## src/rtl/grng_sample_fifo.sv

```systemverilog
// Consumer-side front end for the CLT Gaussian generator: sequences its init/prime
// window, advances it on credit only, and buffers fresh samples in a small FIFO.
module grng_sample_fifo #(
    parameter int DEPTH       = 4,
    parameter int INIT_CYCLES = 5,
    parameter int PRIME       = 2,
    parameter int DATA_W      = 32
) (
    input  logic                     clk,
    input  logic                     reset,
    output logic                     gen_resetn,
    output logic                     gen_enable,
    input  logic [DATA_W-1:0]        gen_sample,
    input  logic                     flush,
    output logic                     out_valid,
    input  logic                     out_ready,
    output logic [DATA_W-1:0]        out_data,
    output logic [$clog2(DEPTH):0]   level,
    output logic                     primed
);

    localparam int AW      = $clog2(DEPTH);
    localparam int LW      = AW + 1;
    localparam int CNT_MAX = (INIT_CYCLES > PRIME) ? INIT_CYCLES : PRIME;
    localparam int CW      = $clog2(CNT_MAX + 1);

    typedef enum logic [1:0] {
        WAIT_INIT,
        PRIME_S,
        RUN
    } state_t;

    state_t              state;
    state_t              state_next;
    logic [CW-1:0]       phase_cnt;
    logic [AW-1:0]       wr_ptr;
    logic [AW-1:0]       rd_ptr;
    logic                capture_pending;
    logic                pop;
    logic                push;
    logic                flush_run;
    logic [LW:0]         credit_used;
    logic [DATA_W-1:0]   mem [DEPTH];

    // State register
    always_ff @(posedge clk) begin
        if (reset) state <= WAIT_INIT;
        else       state <= state_next;
    end

    // Next-state logic
    always_comb begin
        state_next = state;
        unique case (state)
            WAIT_INIT: if (phase_cnt == CW'(INIT_CYCLES - 1)) state_next = PRIME_S;
            PRIME_S:   if (phase_cnt == CW'(PRIME - 1))       state_next = RUN;
            RUN:       state_next = RUN;
            default:   state_next = WAIT_INIT;
        endcase
    end

    // One counter times both the init and prime windows; it restarts on every transition.
    always_ff @(posedge clk) begin
        if (reset || (state != state_next)) phase_cnt <= '0;
        else if (state != RUN)              phase_cnt <= phase_cnt + 1'b1;
    end

    // Credit counts stored entries plus the sample already in flight, minus this cycle's pop.
    always_comb begin
        pop         = out_valid && out_ready;
        flush_run   = flush && (state == RUN);
        push        = capture_pending && !flush_run;
        credit_used = (LW+1)'(level) + (LW+1)'(capture_pending) - (LW+1)'(pop);
        gen_enable  = 1'b0;
        if (!reset) begin
            if (state == PRIME_S)
                gen_enable = 1'b1;
            else if (state == RUN && !flush_run)
                gen_enable = (credit_used < (LW+1)'(DEPTH));
        end
        primed     = (state == RUN);
        gen_resetn = !reset;
        out_valid  = (level != '0);
        out_data   = out_valid ? mem[rd_ptr] : '0;
    end

    always_ff @(posedge clk) begin
        if (reset || flush_run) begin
            wr_ptr          <= '0;
            rd_ptr          <= '0;
            level           <= '0;
            capture_pending <= 1'b0;
        end else begin
            capture_pending <= gen_enable && (state == RUN);
            if (push) wr_ptr <= wr_ptr + 1'b1;
            if (pop)  rd_ptr <= rd_ptr + 1'b1;
            level <= level + LW'(push) - LW'(pop);
        end
    end

    // NOTE: storage is left unreset; out_data is masked by out_valid so stale entries never show.
    always_ff @(posedge clk) begin
        if (push) mem[wr_ptr] <= gen_sample;
    end

endmodule
```

## config.mk

```make
export PLATFORM = sky130hd
export DESIGN_NAME = grng_sample_fifo
export DESIGN_NICKNAME = d
export VERILOG_FILES = /design/src/rtl/grng_sample_fifo.sv
export SDC_FILE = /design/constraint.sdc
export NUM_CORES = 1
export LEC_CHECK = 0
export CORE_MARGIN = 8
export CORE_UTILIZATION = 55
export DETAILED_ROUTE_END_ITERATION = 8
export MAX_ROUTING_LAYER = met4
export PLACE_DENSITY = 0.77
export SLEW_MARGIN = 20
export SYNTH_ARGS = -nofsm -noshare
export SYNTH_HDL_FRONTEND = slang
export SYNTH_SLANG_ARGS = --single-unit
export TNS_END_PERCENT = 1
```

## constraint.sdc

```tcl
create_clock -name clk -period 2.2 [get_ports clk]
set_input_delay 0.22 -clock clk [delete_from_list [all_inputs] [get_ports clk]]
set_output_delay 0.22 -clock clk [all_outputs]
set_load 0.03 [all_outputs]
```

==> summary.txt, run 1 <==
outcome: complete, but fails checks
violated checks: setup timing
Total Power: 9.15 mW
largest cells by area after synthesis: edfxtp_1, mux4_2, dfxtp_1, nor2b_1, ha_1
Netlist Area Pre-Place: 0.00571 mm²
wire length per cell: 19.0 µm
critical path endpoint category: output pin
Worst slew margin: 0.651
Avg Cell Area, Syn: 19.2 µm²
initial DRC count: 118
Reg2Reg Launch Point: level[0]
Worst Clk Skew: 0.0109 ns
HP Class: input pin to flip-flop
root buf cell: clkbuf_8
Final Hold Fails: 0
fin util: 0.743
Final Cell Area: 0.00757 mm²
CTS tree: done
Clock Path Buffers: 2
slowest stage delay, CP: 0.49 ns
number of global-route vias before repair: 3253
critical path type: flip-flop to output pin
Hold Path Depth: 1
Die Footprint: 0.0139 mm²
buffers added on ports: 74
WP data arrival: 2.02 ns
Antenna Nets Post-Route: 0
Total GRT Usage: 0.165
post-synth net total: 344
largest area contributor in the netlist: edfxtp_1
Max-Cap Viols: 0
final setup vio count: 25
YS warnings: 0
Synth top area share: 0.674
placer congestion estimate: 0.735
DR vias: 2971
P&R area growth vs syn: 32.6%
Slew @ Worst Pin: 0.519 ns
Initial Utilization: 0.560
hold path startpoint: gen_sample[25]
DP HPWL: 6.66 mm
R2R depth: 8
reg-to-reg slack, setup: 0.16 ns
Placement Setup Slack: 0.124 ns
io pins: 75
grt total ovfl: 0
Largest delay share family, worst path: multiplexers
Chip Height: 118 µm
CP max stage cell: mux4_2
crit share post-route: 1.02
Max rail drop VDD: 0.00109 V
total CTS buffers: 17
post-synthesis sequential area ratio: 0.726
die width: 118 µm
row count: 37
worst path bufs/invs: 2
fraction of registers with async set/reset: 0
routed wire length: 10.6 mm
cells along the critical path: buf_12, mux4_2, nor2b_1, clkdlybuf4s15_2
share of cells above drive strength 1: 0.343
RSZ-0062 raised after global routing: true
Mapped Cells: 297
Power Density: 1210 mW/mm²
CP Max Fanout: 10
Startpoint Class: flip-flop
Worst EP required: 1.98 ns
crit path time final: 2.24 ns
antenna violations before repair: 1
drt pass-1 iters: 4
cell with the most instances after synthesis: edfxtp_1
worst hold slack: 0.334 ns
flops & latches, synth: 143
Final Max Slew Viols: 0
P_leak: 2.55 nW
worst reg2reg endpoint: level[2]
Post-synth top flop: edfxtp_1
first-pass GRT wire length: 17.0 mm
Layout Nets: 454
clock latency on the worst-skew pair: 0.51 ns
# DRC: 0
clk slew on worst S/H paths: 0.06 ns
FILL cells: 624
FMAX: 446 MHz
worst min-delay path endpoint: mem[0][25]
largest net degree at the start of global routing: 24
crit path setup slack, layout: -0.0420 ns
number of flops mapped to enable cells by yosys: 128
Core Box Area: 0.0102 mm²
H-tree levels: 4
CTS sink count: 143
placed cell areas: 0.00676 mm²
vias per cell: 5.33
top cells by count, synth: edfxtp_1, nor2b_1, mux4_2, dfxtp_1, inv_1
Synth cell types: 36
==> sequential cells by signal (all words and copies together), names as in the netlist, named ones only <==
signal           flops
phase_cnt            3
wr_ptr               2
capture_pending      1
level                3
state                2
rd_ptr               2
mem                128
==> report_power, final <==
| group | leakage (nW) | internal (mW) | total (mW) | switching (mW) |
|---|---|---|---|---|
| Combinational | 1.00 | 1.51 | 3.23 | 1.71 |
| Clock | 0.274 | 1.72 | 2.78 | 1.06 |
| Sequential | 1.28 | 3.03 | 3.14 | 0.102 |
| Total | 2.55 | 6.27 | 9.15 | 2.87 |
==> what timing repair did <==
item | 4_1_cts | 5_1_grt
setup endpoints to repair | 34 | 33
gates cloned | 2 | 0
hold buffers | 0 | 0
pin swaps | 2 | 3
setup buffers | 5 | 3
gates resized for setup | 78 | 13
==> cells in the final DEF (no fill, tap or decap), types with 3 or more instances in the layout <==
master	netlist	routed
nor2b_1	36	35
nor2_1	9	9
clkinvlp_4	0	4
clkdlybuf4s50_1	0	40
buf_16	0	3
ha_1	10	8
and2_2	0	4
xor2_1	3	3
buf_4	0	32
clkdlybuf4s15_2	0	13
edfxtp_1	128	128
xnor2_1	4	4
dfxtp_1	15	10
bufinv_16	0	3
dfxtp_4	0	5
inv_1	11	9
mux4_2	32	32
buf_12	0	9
clkbuf_16	0	16
o21ai_0	3	3
==> how the worst max path moves through the flow <==
stage | startpoint | end | cells past startpoint
floorplan | level[0] | gen_enable | 8
global placement | flip-flop | out_data[22] | 4
detailed placement | out_ready | gen_enable | 7
CTS | flip-flop | out_data[19] | 4
global route | flip-flop | out_data[15] | 5
finish | flip-flop | out_data[27] | 4
==> layout make-up <==
class	instances	area (µm²)	share of cell area
Sequential cell	143	4160	0.550
Multi-Input combinational cell	132	1520	0.200
Timing Repair Buffer	102	1090	0.144
Clock buffer	18	418	0.0552
Tap cell	136	170	0.0225
Clock inverter	14	166	0.0220
Inverter	11	41.3	0.00545
Antenna cell	1	2.50	0.000331
==> kinds of logic after synthesis <==
kind of cell,Yosys count,share of synthesized area
simple gates,67,0.0704
buf+inv,22,0.0217
compound gates,14,0.0175
fa+ha+maj,11,0.0254
flops,143,0.726
mux,33,0.128
xor+xnor,7,0.0107
==> per-layer routing <==
layer / up-vias / global-route usage / wire (µm)
li1: 1390 / - / -
met1: 1483 / 0.183 / 4300
met2: 91 / 0.278 / 5670
met3: 7 / 0.0432 / 572
met4: 0 / 0.0729 / 63
met5: - / - / 0
==> metrics by stage <==
step	setup TNS, ns	std cells
final	-0.545	557
after global routing	-2.63	557
after global placement	0	515
after floorplan	0	297
after detailed placement	0	515
after CTS	-1.88	554
Note: power is estimated with default switching activity, not from simulation.
==> run 2: changes to the inputs <==
SKIP_LAST_GASP = 1   (was not set)
==> run 2 against run 1 <==
Compared with the run above:
- the flow still finishes with violations (setup timing)
- die area stayed put
- critical path depth stayed put
- clock power hardly changed
- highest routed layer unchanged
==> summary.txt, run 2 (synthesis results as in run 1) <==
placer congestion estimate: 0.735
Chip Height: 118 µm
R2R depth: 8
row count: 37
Max rail drop VDD: 0.00109 V
routed wire length: 10.6 mm
# DRC: 0
DR vias: 2964
Power Density: 1210 mW/mm²
final setup vio count: 29
root buf cell: clkbuf_8
critical path endpoint category: output pin
P_leak: 2.56 nW
Reg2Reg Launch Point: level[0]
DP HPWL: 6.66 mm
HP Class: input pin to flip-flop
WP data arrival: 2.04 ns
outcome: complete, but fails checks
Largest register FFs: 128
number of global-route vias before repair: 3253
total CTS buffers: 17
Antenna Nets Post-Route: 0
violated checks: setup timing
Slew @ Worst Pin: 0.521 ns
Worst slew margin: 0.650
clock latency on the worst-skew pair: 0.52 ns
Total Power: 9.11 mW
Largest regs: mem (128), level (3), phase_cnt (3)
CTS sink count: 143
antenna violations before repair: 1
crit path setup slack, layout: -0.0560 ns
Top reg by flops: mem
worst hold slack: 0.331 ns
Clock Path Buffers: 2
grt total ovfl: 0
drt pass-1 iters: 4
most frequent cells in the layout: edfxtp_1, clkdlybuf4s50_1, nor2b_1
Worst EP required: 1.98 ns
Die Footprint: 0.0139 mm²
Initial Utilization: 0.560
share of cells above drive strength 1: 0.338
FILL cells: 626
worst min-delay path endpoint: mem[0][25]
Max-Cap Viols: 0
Core Box Area: 0.0102 mm²
Layout Nets: 454
Hold Path Depth: 1
most common cell after layout, fill and taps aside: edfxtp_1
hold path startpoint: gen_sample[25]
largest net degree at the start of global routing: 24
Final Hold Fails: 0
Final Max Slew Viols: 0
initial DRC count: 132
CTS tree: done
Worst Clk Skew: 0.0114 ns
Startpoint Class: flip-flop
clk slew on worst S/H paths: 0.06 ns
RSZ-0062 raised after global routing: true
H-tree levels: 4
critical path type: flip-flop to output pin
crit path time final: 2.26 ns
FMAX: 443 MHz
fin util: 0.742
io pins: 75
Total GRT Usage: 0.165
wire length per cell: 19.1 µm
P&R area growth vs syn: 32.3%
buffers added on ports: 74
worst reg2reg endpoint: level[2]
first-pass GRT wire length: 17.0 mm
vias per cell: 5.32
CP Max Fanout: 5
crit share post-route: 1.03
die width: 118 µm
reg-to-reg slack, setup: 0.15 ns
-- run 2: changes by cell type in the layout (fill, tap and decap cells not counted), sizes merged --
| cell | previous run | this run |
|---|---|---|
| buf | 48 | 47 |
| clkdlybuf4s15 | 13 | 14 |
| dlygate4sd2 | 1 | 0 |
| dlymetal6s2s | 0 | 1 |
-- run 2: through the flow --
step | worst slack, ns | setup TNS, ns | area, µm² | std cells
after floorplan | 0.0325 | 0 | 5710 | 297
after global placement | 0.200 | 0 | 6760 | 515
after detailed placement | 0.124 | 0 | 6760 | 515
after CTS | -0.0953 | -2.18 | 7510 | 554
after global routing | -0.125 | -2.99 | 7550 | 557
final | -0.0560 | -0.792 | 7550 | 557
-- run 2: cell type report --
cell class	count	area (µm²)	area share
sequential	143	4160	0.551
multi-input combinational	132	1510	0.200
timing repair buffer	102	1080	0.144
clock buffer	18	418	0.0553
tap	136	170	0.0225
clock inverter	14	166	0.0220
inverter	11	41.3	0.00547
antenna	1	2.50	0.000331
-- run 2: timing repair --
item	4_1_cts	5_1_grt
endpoints found under the setup margin	34	34
hold buffers	0	0
setup buffers	5	3
pin swaps	1	3
gates resized for setup	71	9
gates cloned	2	0
-- run 2: per-layer routing --
layer | up-vias | wire [µm] | track usage
met5 | - | 0 | -
met2 | 87 | 5600 | 0.278
met1 | 1482 | 4380 | 0.183
met3 | 7 | 572 | 0.0432
met4 | 0 | 70 | 0.0729
li1 | 1388 | - | -
-- run 2: how the worst max path moves through the flow --
stage	start	end	slack (ns)	cells after the start
after floorplan	level[0]	gen_enable	0.03	8
after global placement	flip-flop	out_data[22]	0.20	4
after detailed placement	out_ready	gen_enable	0.12	7
after CTS	flip-flop	out_data[19]	-0.1	4
after global routing	flip-flop	out_data[14]	-0.13	4
final	flip-flop	out_data[16]	-0.06	4
-- run 2: critical path: stages, from the launching register on --
cell and delay, ns:
dfxtp_4 0.41, buf_16 0.15, mux4_2 0.48, nor2b_1 0.14
clkdlybuf4s15_1 0.35
-- run 2: power by group --
part           total (mW)  internal (mW)  switching (mW)
clock network        2.79           1.72            1.06
logic                3.19           1.49            1.70
registers            3.13           3.03           0.102
total                9.11           6.25            2.86
